===== src/rtl/bf16_add_arbiter.sv =====
// bf16_add_arbiter
//   Two-requester round-robin front end for one shared, fixed-latency
//   pipelined bfloat16 adder. It issues at most one add/sub per cycle and
//   follows each operation with a tag. The tag goes down a pipe whose length
//   matches the adder latency, so every result goes back to the requester
//   that issued it.
//
// Ports
//   clk, rst                 clock, asynchronous active-high reset
//   req_valid_N / req_ready_N  request handshake, requester N (0/1)
//   req_a_N, req_b_N          bf16 operands, requester N
//   req_sub_N                 1 = A - B, 0 = A + B
//   add_a, add_b              registered operands to the adder (B sign-adjusted)
//   add_result                adder output, ADD_LAT edges after operands
//   rsp_valid_0/1             one-cycle result pulse per requester
//   rsp_data                  shared result word, qualified by rsp_valid_*
//   idle                      no operations in flight
module bf16_add_arbiter #(
    parameter int unsigned ADD_LAT = 3
) (
    input  logic        clk,
    input  logic        rst,
    input  logic        req_valid_0,
    output logic        req_ready_0,
    input  logic [15:0] req_a_0,
    input  logic [15:0] req_b_0,
    input  logic        req_sub_0,
    input  logic        req_valid_1,
    output logic        req_ready_1,
    input  logic [15:0] req_a_1,
    input  logic [15:0] req_b_1,
    input  logic        req_sub_1,
    output logic [15:0] add_a,
    output logic [15:0] add_b,
    input  logic [15:0] add_result,
    output logic        rsp_valid_0,
    output logic        rsp_valid_1,
    output logic [15:0] rsp_data,
    output logic        idle
);

    typedef struct packed {
        logic v;
        logic id;
    } tag_t;

    logic        last_q;
    logic [15:0] add_a_q, add_a_d;
    logic [15:0] add_b_q, add_b_d;
    logic [15:0] rsp_data_q;
    logic        rsp_valid_0_q, rsp_valid_1_q;
    logic [3:0]  count_q, count_d;
    tag_t        tag_q [ADD_LAT+1];

    logic grant_0, grant_1;
    logic hs_0, hs_1, issue, retire;

    // Round robin: a lone requester always wins; under contention the one
    // that did not issue last wins. Ready is forced low while in reset.
    always_comb begin
        grant_0 = req_valid_0 & (~req_valid_1 | last_q);
        grant_1 = req_valid_1 & (~req_valid_0 | ~last_q);
    end

    assign req_ready_0 = grant_0 & ~rst;
    assign req_ready_1 = grant_1 & ~rst;

    assign hs_0   = req_valid_0 & req_ready_0;
    assign hs_1   = req_valid_1 & req_ready_1;
    assign issue  = hs_0 | hs_1;
    // A response is retired in the cycle its pulse is presented, so idle
    // rises the cycle after the last pulse.
    assign retire = rsp_valid_0_q | rsp_valid_1_q;

    always_comb begin
        add_a_d = add_a_q;
        add_b_d = add_b_q;
        if (hs_1) begin
            add_a_d = req_a_1;
            add_b_d = {req_b_1[15] ^ req_sub_1, req_b_1[14:0]};
        end else if (hs_0) begin
            add_a_d = req_a_0;
            add_b_d = {req_b_0[15] ^ req_sub_0, req_b_0[14:0]};
        end
    end

    always_comb begin
        count_d = count_q;
        if (issue && !retire) begin
            count_d = count_q + 4'd1;
        end else if (!issue && retire) begin
            count_d = count_q - 4'd1;
        end
    end

    always_ff @(posedge clk or posedge rst) begin
        if (rst) begin
            last_q        <= 1'b1;
            add_a_q       <= '0;
            add_b_q       <= '0;
            rsp_data_q    <= '0;
            rsp_valid_0_q <= 1'b0;
            rsp_valid_1_q <= 1'b0;
            count_q       <= '0;
            for (int unsigned i = 0; i <= ADD_LAT; i++) begin
                tag_q[i] <= '0;
            end
        end else begin
            add_a_q <= add_a_d;
            add_b_q <= add_b_d;
            count_q <= count_d;
            if (issue) begin
                last_q <= hs_1;
            end
            // Stage k holds the tag for operands presented k edges ago;
            // the last stage lines up with a stable add_result.
            tag_q[0] <= '{v: issue, id: hs_1};
            for (int unsigned i = 1; i <= ADD_LAT; i++) begin
                tag_q[i] <= tag_q[i-1];
            end
            if (tag_q[ADD_LAT].v) begin
                rsp_data_q    <= add_result;
                rsp_valid_0_q <= ~tag_q[ADD_LAT].id;
                rsp_valid_1_q <= tag_q[ADD_LAT].id;
            end else begin
                rsp_valid_0_q <= 1'b0;
                rsp_valid_1_q <= 1'b0;
            end
        end
    end

    assign add_a       = add_a_q;
    assign add_b       = add_b_q;
    assign rsp_data    = rsp_data_q;
    assign rsp_valid_0 = rsp_valid_0_q;
    assign rsp_valid_1 = rsp_valid_1_q;
    assign idle        = (count_q == 4'd0);

endmodule


===== config.mk =====
export PLATFORM = sky130hd
export DESIGN_NAME = bf16_add_arbiter
export DESIGN_NICKNAME = d
export VERILOG_FILES = /design/src/rtl/bf16_add_arbiter.sv
export SDC_FILE = /design/constraint.sdc
export NUM_CORES = 1
export LEC_CHECK = 0
export ABC_AREA = 1
export BUFFER_PORTS_ARGS = -buffer_cell sky130_fd_sc_hd__buf_2
export CAP_MARGIN = 25
export CORE_MARGIN = 1
export CORE_UTILIZATION = 50
export DETAILED_ROUTE_END_ITERATION = 10
export GPL_TIMING_DRIVEN = 0
export MAX_ROUTING_LAYER = met4
export PLACE_DENSITY = 0.94
export SLEW_MARGIN = 40
export SYNTH_ARGS = -nofsm -noshare
export SYNTH_HDL_FRONTEND = slang
export SYNTH_SLANG_ARGS = --single-unit
export TNS_END_PERCENT = 1

===== constraint.sdc =====
create_clock -name clk -period 4.9 [get_ports clk]
set_input_delay 0.245 -clock clk [delete_from_list [all_inputs] [get_ports clk]]
set_output_delay 0.245 -clock clk [all_outputs]
set_load 0.1 [all_outputs]

==> impl_results.md <==
- Outcome: finished, violations left
- Violated checks: hold timing
- Setup Crit Path Kind: input pin to flip-flop
- Max-Cap Viols: 0
- Reg clk slew, reported paths: roughly 0.070 ns
- Ports: 139
- Die ar.: between 6000 and 7000 um2
- Post-Syn Area: 2890 um2
- Reg2reg setup slack: slightly above 3 ns
- Synthesized netlist cell count: roughly 370
- Warnings, synthesis: 0
- Drt wl/cell: around 12 um
- R2r startpoint: rsp_valid_1$_DFF_PP0_
- Routed Antenna Nets: 0
- Static Leak: 2.33 nW
- Post-CTS Setup Inserts: 0
- Layout area overhead: 34.1%
- Initial DRC count: ~170
- Clk_lat worst skew: 0.32 ns
- Worst hold path class: input pin to asynchronous set/reset pin
- Synth cell types: 21
- CTS Hold Buffers Added: 0
- Initial antenna violation count: 0
- Worst hold slack: -0.00489 ns
- HPWL Detailed: 5000 um
- RSZ-0062 raised after global routing: false
- Top post-synthesis cells by area: dfrtp_1, nand2_1, inv_1, o21ai_1, nor2_1
- Root Driver: clkbuf_8
- Fin worst setup slack: 2.54 ns
- Post-layout min period: approximately 2.4 ns
- GP Congestion: 0.756
- Starting Density: 0.521
- Post_cts resized: 0
- Fin. Hold Viols: 3
- TritonCTS Buffers: 9
- Max rail drop VDD: 0.277 mV
- Die Ht: 78.0 um
- Worst slew margin: 0.624
- Grt ovf: 0
- Clock buffer depth: 2
- Via-to-Cell Ratio: around 4.7
- Post-synth top area cell: dfrtp_1
- Power per Cell Area: roughly 490 nW/um2
- Critical path arrival: between 2 and 3 ns
- First-pass GRT wire length: approximately 11000 um
- RR Endpoint: count_q[3]$_DFFE_PP0P_
- Count of state elements after synthesis: 63
- Vias: 2783
- Fin Setup TNS: 0 ns
- Startpoint types: input pin
- Mapped Nets: approximately 460
- Top post-synthesis cells by count: nand2_1, dfrtp_1, inv_1
- Diode count: 0
- Sequential-to-total area share from yosys stat: 0.546
- CP Max Fanout: 66
- CP Capture Type: flip-flop
- DRT Pass-1 Iters: 4
- H-tree Lvls: 3
- Die W: slightly below 80 um
- GRT Util Overall: 0.249
- Port buffer count: 138
- Primary FF master, synth: dfrtp_1
- Core area: 5540 um2
- Slew Viols, Final: 0
- Number of global-route vias before repair: 2685
- Number of synthesized flops with an enable pin: 0
- Place WS: just over 2 ns
- Worst-margin pin slew: ~0.56 ns
- Drt total wl: between 6000 and 7000 um
- Fraction of registers with async set/reset: 1.00
- Count leader, synth: nand2_1
- # rows: 27
- R2R cell count: 9
- CTS tree: built
- Share of layout cells above drive strength 1: 0.335
- Syn avg cell area: 7.87 um2
- Fmax: around 420 MHz
- Clk sinks: between 60 and 70
- Final setup vio count: 0
- Largest net degree at the start of global routing: 67
- Top-area cell type share of the netlist area: 0.537
- Overall Power: 0.00189 W
- DRC: 0
- Req. time, crit path: 5.12 ns
- Fin crit share: 0.481
- Clock skew: between 0.006 and 0.007 ns
- Final Net Count: between 600 and 700
## power by group
part / internal [W] / switching (W) / total, W
clock: 0.000259 / 0.000184 / 0.000443
sequential: 0.000601 / 0.0000537 / 0.000655
combinational: 0.000158 / 0.000636 / 0.000795
## logic make-up after synthesis
group	synth area share
simple gates	0.271
flops	0.546
buf+inv	0.0919
compound gates	0.0589
xor+xnor	0.0121
fa+ha+maj	0.0199
## critical path, stage by stage
cell and delay, ns:
buf_2 0.12, inv_6 0.41, nand2_1 0.16, nand2_2 0.21, buf_4 0.23, ha_1 0.19, inv_1 0.10, ha_1 0.32
or2_2 0.30, nand3_1 0.10, nand2_1 0.06, nand2_1 0.05, nand2_1 0.04
## cell type report
type                       instances  area (um2)
buffer                            16         108
clock buffer                      12         155
clock inverter                     3        42.5
fill                             459        1670
inverter                          42         163
multi-input combinational        246        1040
sequential                        63        1580
tap                               72        90.1
timing repair buffer             138         691
## state kept, by name, indices dropped and copies added (netlist names)
register and cells:
last_q 1, rsp_valid_0 1, rsp_valid_1 1, add_b 16, tag_q 8, add_a 16
rsp_data 16, count_q 4
## layer usage
| layer | GRT usage | up-vias | share of wire | routed length (um) |
|---|---|---|---|---|
| li1 | - | 1398 | - | - |
| met1 | 0.292 | 1248 | 0.44 | 2990 |
| met2 | 0.419 | 123 | 0.48 | 3320 |
| met3 | 0.0506 | 14 | 0.060 | 408 |
| met4 | 0.102 | 0 | 0.019 | 133 |
| met5 | - | - | 0 | 0 |
## how the worst max path moves through the flow
stage	start	endpoint	slack, ns	cells after the start
final	rst	count_q[3]$_DFFE_PP0P_	2.54	13
after global placement	rst	count_q[3]$_DFFE_PP0P_	1.68	13
after floorplan	count_q[0]$_DFFE_PP0P_	idle	1.30	1
after global routing	rst	count_q[3]$_DFFE_PP0P_	2.37	13
after detailed placement	rst	count_q[3]$_DFFE_PP0P_	2.02	13
after CTS	rst	count_q[3]$_DFFE_PP0P_	2.36	13
## through the flow
step,instances,instance area [um2],utilization
2_1_floorplan,367,2890,-
3_3_place_gp,577,3670,0.662
3_5_place_dp,577,3670,0.663
4_1_cts,592,3870,0.698
5_1_grt,592,3870,0.699
6_report,592,3870,0.699
## cell usage in the layout, fill, tap and decap left out, types with 2 or more instances in the layout
master / count
dfrtp_1: 62
nand3_1: 2
buf_2: 146
nor2_1: 34
nand2_1: 164
ha_1: 3
o21ai_0: 6
inv_1: 39
buf_4: 6
clkbuf_8: 11
buf_6: 2
xnor2_1: 4
o21ai_1: 27
No activity file was read; power rests on OpenSTA's default activity.
